## config.mk

```make
export PLATFORM = sky130hd
export DESIGN_NAME = matvec_ctrl
export DESIGN_NICKNAME = d
export VERILOG_FILES = /design/src/rtl/matvec_ctrl.sv
export SDC_FILE = /design/constraint.sdc
export NUM_CORES = 1
export LEC_CHECK = 0
export CELL_PAD_IN_SITES_DETAIL_PLACEMENT = 0
export CELL_PAD_IN_SITES_GLOBAL_PLACEMENT = 2
export CORE_ASPECT_RATIO = 1.5
export CORE_UTILIZATION = 31
export DETAILED_ROUTE_END_ITERATION = 6
export MAX_ROUTING_LAYER = met4
export PLACE_DENSITY_LB_ADDON = 0.1
export SLEW_MARGIN = 0
export SYNTH_ARGS = -nofsm -noshare
export SYNTH_HDL_FRONTEND = slang
export SYNTH_SLANG_ARGS = --single-unit
```

## constraint.sdc

```tcl
create_clock -name clk -period 2.15 [get_ports clk]
set_clock_uncertainty 0.1 [all_clocks]
set_input_delay 0.215 -clock clk [delete_from_list [all_inputs] [get_ports clk]]
set_output_delay 0.215 -clock clk [all_outputs]
set_load 0.1 [all_outputs]
```

## src/rtl/matvec_ctrl.sv

```systemverilog
// Sequencing controller for a K x K matrix-vector multiply: loads matrix and
// vector words into synchronous-read memories, then streams one row dot product at a time.
module matvec_ctrl #(
  parameter int K   = 8,
  parameter int MAW = $clog2(K*K),
  parameter int XAW = $clog2(K)
) (
  input  logic           clk,
  input  logic           reset,
  input  logic           input_valid,
  output logic           input_ready,
  input  logic           new_matrix,
  output logic           output_valid,
  input  logic           output_ready,
  output logic           m_wr_en,
  output logic [MAW-1:0] m_addr,
  output logic           x_wr_en,
  output logic [XAW-1:0] x_addr,
  output logic           acc_clear,
  output logic           acc_en,
  output logic           have_matrix
);

  typedef enum logic [2:0] {
    ST_WAIT   = 3'd0,
    ST_LOAD_M = 3'd1,
    ST_LOAD_X = 3'd2,
    ST_MAC    = 3'd3,
    ST_DRAIN  = 3'd4,
    ST_OUT    = 3'd5
  } state_t;

  localparam logic [MAW-1:0] M_ZERO   = {MAW{1'b0}};
  localparam logic [MAW-1:0] M_ONE    = MAW'(1);
  localparam logic [MAW-1:0] M_LAST   = MAW'(K*K-1);
  localparam logic [MAW-1:0] X_LAST_M = MAW'(K-1);
  localparam logic [XAW-1:0] X_ZERO   = {XAW{1'b0}};
  localparam logic [XAW-1:0] X_ONE    = XAW'(1);
  localparam logic [XAW-1:0] X_LAST   = XAW'(K-1);

  state_t         state_r, next_state_s;
  logic [MAW-1:0] count_r, count_next_s;
  logic [XAW-1:0] row_r, row_next_s;
  logic [XAW-1:0] col_r, col_next_s;
  logic           have_matrix_r, have_next_s;
  logic           acc_pend_r, clr_pend_r;

  // The accumulator consumes memory read data one cycle after the MAC address
  // is issued, so its strobes are delayed copies of the MAC state.
  assign acc_en      = acc_pend_r;
  assign acc_clear   = clr_pend_r;
  assign have_matrix = have_matrix_r;

  // State, counters and delayed accumulator strobes
  always_ff @(posedge clk or negedge reset) begin
    if (!reset) begin
      state_r       <= ST_WAIT;
      count_r       <= M_ZERO;
      row_r         <= X_ZERO;
      col_r         <= X_ZERO;
      have_matrix_r <= 1'b0;
      acc_pend_r    <= 1'b0;
      clr_pend_r    <= 1'b0;
    end else begin
      state_r       <= next_state_s;
      count_r       <= count_next_s;
      row_r         <= row_next_s;
      col_r         <= col_next_s;
      have_matrix_r <= have_next_s;
      acc_pend_r    <= (state_r == ST_MAC);
      clr_pend_r    <= (state_r == ST_MAC) && (col_r == X_ZERO);
    end
  end

  // Next-state logic and combinational output decode
  always_comb begin
    next_state_s = state_r;
    count_next_s = count_r;
    row_next_s   = row_r;
    col_next_s   = col_r;
    have_next_s  = have_matrix_r;
    input_ready  = 1'b0;
    output_valid = 1'b0;
    m_wr_en      = 1'b0;
    x_wr_en      = 1'b0;
    m_addr       = M_ZERO;
    x_addr       = X_ZERO;
    case (state_r)
      ST_WAIT: begin
        input_ready = 1'b1;
        if (input_valid) begin
          // A problem without a stored matrix must bring one along.
          if (new_matrix || !have_matrix_r) begin
            m_wr_en      = 1'b1;
            have_next_s  = 1'b0;
            count_next_s = M_ONE;
            next_state_s = ST_LOAD_M;
          end else begin
            x_wr_en      = 1'b1;
            count_next_s = M_ONE;
            next_state_s = ST_LOAD_X;
          end
        end else begin
          next_state_s = ST_WAIT;
        end
      end
      ST_LOAD_M: begin
        input_ready = 1'b1;
        m_addr      = count_r;
        if (input_valid) begin
          m_wr_en = 1'b1;
          if (count_r == M_LAST) begin
            have_next_s  = 1'b1;
            count_next_s = M_ZERO;
            next_state_s = ST_LOAD_X;
          end else begin
            count_next_s = count_r + M_ONE;
          end
        end else begin
          next_state_s = ST_LOAD_M;
        end
      end
      ST_LOAD_X: begin
        input_ready = 1'b1;
        x_addr      = XAW'(count_r);
        if (input_valid) begin
          x_wr_en = 1'b1;
          if (count_r == X_LAST_M) begin
            count_next_s = M_ZERO;
            row_next_s   = X_ZERO;
            col_next_s   = X_ZERO;
            next_state_s = ST_MAC;
          end else begin
            count_next_s = count_r + M_ONE;
          end
        end else begin
          next_state_s = ST_LOAD_X;
        end
      end
      ST_MAC: begin
        // K is a power of two, so r*K + c is a plain concatenation.
        m_addr     = MAW'({row_r, col_r});
        x_addr     = col_r;
        col_next_s = col_r + X_ONE;
        if (col_r == X_LAST) begin
          next_state_s = ST_DRAIN;
        end else begin
          next_state_s = ST_MAC;
        end
      end
      ST_DRAIN: begin
        next_state_s = ST_OUT;
      end
      ST_OUT: begin
        output_valid = 1'b1;
        if (output_ready) begin
          col_next_s = X_ZERO;
          if (row_r == X_LAST) begin
            row_next_s   = X_ZERO;
            next_state_s = ST_WAIT;
          end else begin
            row_next_s   = row_r + X_ONE;
            next_state_s = ST_MAC;
          end
        end else begin
          next_state_s = ST_OUT;
        end
      end
      default: begin
        next_state_s = ST_WAIT;
      end
    endcase
  end

endmodule

```

==> results.md <==
- Grt total ovfl: 0
- Crit path to: state_r[0]$_DFFE_PN0P_
- # IOs: 21
- Deepest clock path buffer count: 2
- Drt wl/cell: 15.6 um
- Largest net degree at the start of global routing: 21
- Normalized max-slew margin: 0.659
- Seq. cell area: about 450 um^2
- CP Class: reg -> reg
- Routed Antenna Nets: 0
- RSZ-0062 raised after global routing: no
- Most frequent cells in the layout: 18 x nand2_1, 18 x dfrtp_1, 14 x nor2_1, 13 x buf_12, 12 x buf_4
- Yosys cell types: 33
- Yosys warns: 0
- Most used cell along the critical path: ha_1
- Sink Count: 18
- Hpwl dp: 2410 um
- CTS tree: done
- Initial core utilization: 0.326
- 1st-iter DRT viols: 33
- Crit path from: col_r[0]$_DFFE_PN0P_
- DR vias: ~1100
- Filler cell count: approximately 370
- CTS clk-pin slew, worst paths: roughly 70 ps
- Vias in the first global route: ~1000
- R2R setup slack: just over 200 ps
- Synth Net Count: around 150
- GRT Resource Usage Total: 0.177
- CP endpoint kind: flip-flop
- Initial antenna violation count: 0
- Hold Path Class: in -> async
- Cell count after synthesis: ~140
- Share of cells above drive strength 1: 0.239
- FF+latch count, synth: 18
- Die Height: around 78 um
- Root Buffer: clkbuf_8
- Non-Filler Instances: 206
- Layout area overhead: 40.8%
- Slowest CP cell: o32ai_1
- PortBufs: 20
- Final setup margin: 206 ps
- Max-cap violations: 0
- Worst Path Max Fanout: 6
- N_diodes: 0
- Startpoint type of the worst setup path: flip-flop
- Fin crit period: 1940 ps
- Sequential fraction of the synthesis area: 0.376
- Placer Congestion: 0.752
- Setup Total Neg Slack: 0 ps
- Fin crit share: 0.904
- Setup bufs post-CTS: 0
- Crit-path cells: ha_1 -> ha_1 -> and3_1 -> o32ai_1 -> a21o_1 -> a32o_1
- Die area: around 0.0041 mm^2
- Placed cells: roughly 200
- Worst-margin pin slew: ~510 ps
- Reg-to-Reg Start: col_r[0]$_DFFE_PN0P_
- Place WS: 210 ps
- Num CTS Buffers: 3
- Crit-path max cell delay: 450 ps
- Async S/R FF share, synth: 1.00
- Final Setup Violations: 0
- Finished Core Util: 0.458
- Pins Over Slew Limit: 0
- Ys flop type: dfrtp_1
- Die X: 52.8 um
- NumNets Final: 175
- H-tree levels: 1
- Routed wire length: about 3200 um
- PostCTS Resize Cnt: 0
- Worst-Skew Late Latency: between 200 and 300 ps
- Core region area: between 0.003 and 0.004 mm^2
- Footprint of the multi-input gates: 719 um^2
- Max Fclk: 515 MHz
- DR pass1 iterations: 4
- Vias/cell: approximately 5.5
- Arrival @ worst endpoint: 2040 ps
- Req. time, crit path: approximately 2200 ps
- # rows: 27
- Mean area per synthesized cell: around 9 um^2
- Fin. Hold Viols: 0
- Outcome: complete, no violations
- Cell Area, Synth: 0.00120 mm^2
- Hold_buf cts: 0
- Post-synth EDFFs: 0
- Drt drc: 0
- Reg-to-reg endpoint: state_r[0]$_DFFE_PN0P_
- First-pass GRT wire length: ~5200 um
- R2r worst-path depth: 6
## Yosys cell counts, types with 2 or more instances
cell type / number / area, um^2
o32ai_1: 2 / 17.5
nor2b_1: 2 / 12.5
nand2_1: 18 / 67.6
buf_2: 5 / 25.0
a31oi_1: 7 / 43.8
inv_1: 5 / 18.8
ha_1: 6 / 75.1
nor2_1: 15 / 56.3
a21oi_1: 9 / 45.0
nand2b_1: 3 / 18.8
mux2i_1: 10 / 100
dfrtp_1: 18 / 450
a32o_1: 3 / 30.0
a22o_1: 3 / 26.3
o21ai_0: 5 / 25.0
nand3_1: 8 / 40.0
## routing by layer
metal	track usage	wire length [um]	share of wire	up-vias
li1	-	-	-	548
met1	0.225	1390	0.43	541
met2	0.289	1660	0.52	34
met3	0.0233	123	0.038	6
met4	0.0474	41	0.013	0
met5	-	0	0	-
## worst min-delay path by stage
stage	start	to	cells past startpoint
floorplan	reset	acc_clear$_DFF_PN0_	0
global placement	col_r[2]$_DFFE_PN0P_	acc_clear$_DFF_PN0_	1
detailed placement	col_r[2]$_DFFE_PN0P_	acc_clear$_DFF_PN0_	1
CTS	reset	have_matrix$_DFFE_PN0P_	2
global route	reset	have_matrix$_DFFE_PN0P_	2
finish	reset	count_r[3]$_DFFE_PN0P_	2
## stage by stage
step | hold WS [ps] | cell area, um^2
2_1_floorplan | -181 | 1220
3_3_place_gp | 428 | 1630
3_5_place_dp | 429 | 1630
4_1_cts | 194 | 1690
5_1_grt | 210 | 1690
6_report | 188 | 1690
## area by class of cell
class	instances	area share
Clock buffer	4	0.0326
Sequential cell	18	0.267
Timing Repair Buffer	29	0.231
Tap cell	43	0.0319
Multi-Input combinational cell	107	0.426
Inverter	5	0.0111
## cells by family (layout without fill, tap and decap cells)
kind of cell | after synthesis | in the layout | synth area share
and+or+nand+nor | 54 | 54 | 0.222
buffers and inverters | 11 | 38 | 0.0397
DFF | 18 | 18 | 0.376
adders and majority gates | 6 | 6 | 0.0626
muxes | 11 | 11 | 0.0929
AOI/OAI and AO/OA | 36 | 36 | 0.207
## sequential cells by signal, summed over array words and instances, names as in the netlist
| name | count |
|---|---|
| have_matrix | 1 |
| acc_clear | 1 |
| row_r | 3 |
| col_r | 3 |
| acc_en | 1 |
| state_r | 3 |
| count_r | 6 |
## worst max-delay path, delay by kind of cell (launching register included)
family,cells,cell delay (ps)
AOI/OAI and AO/OA,3,690
DFF,1,440
adders and majority gates,2,430
and+or+nand+nor,1,200
Power is left out: the tool's default activity adds up to more than one toggle a clock period on the data nets, which glitch-free logic cannot reach.
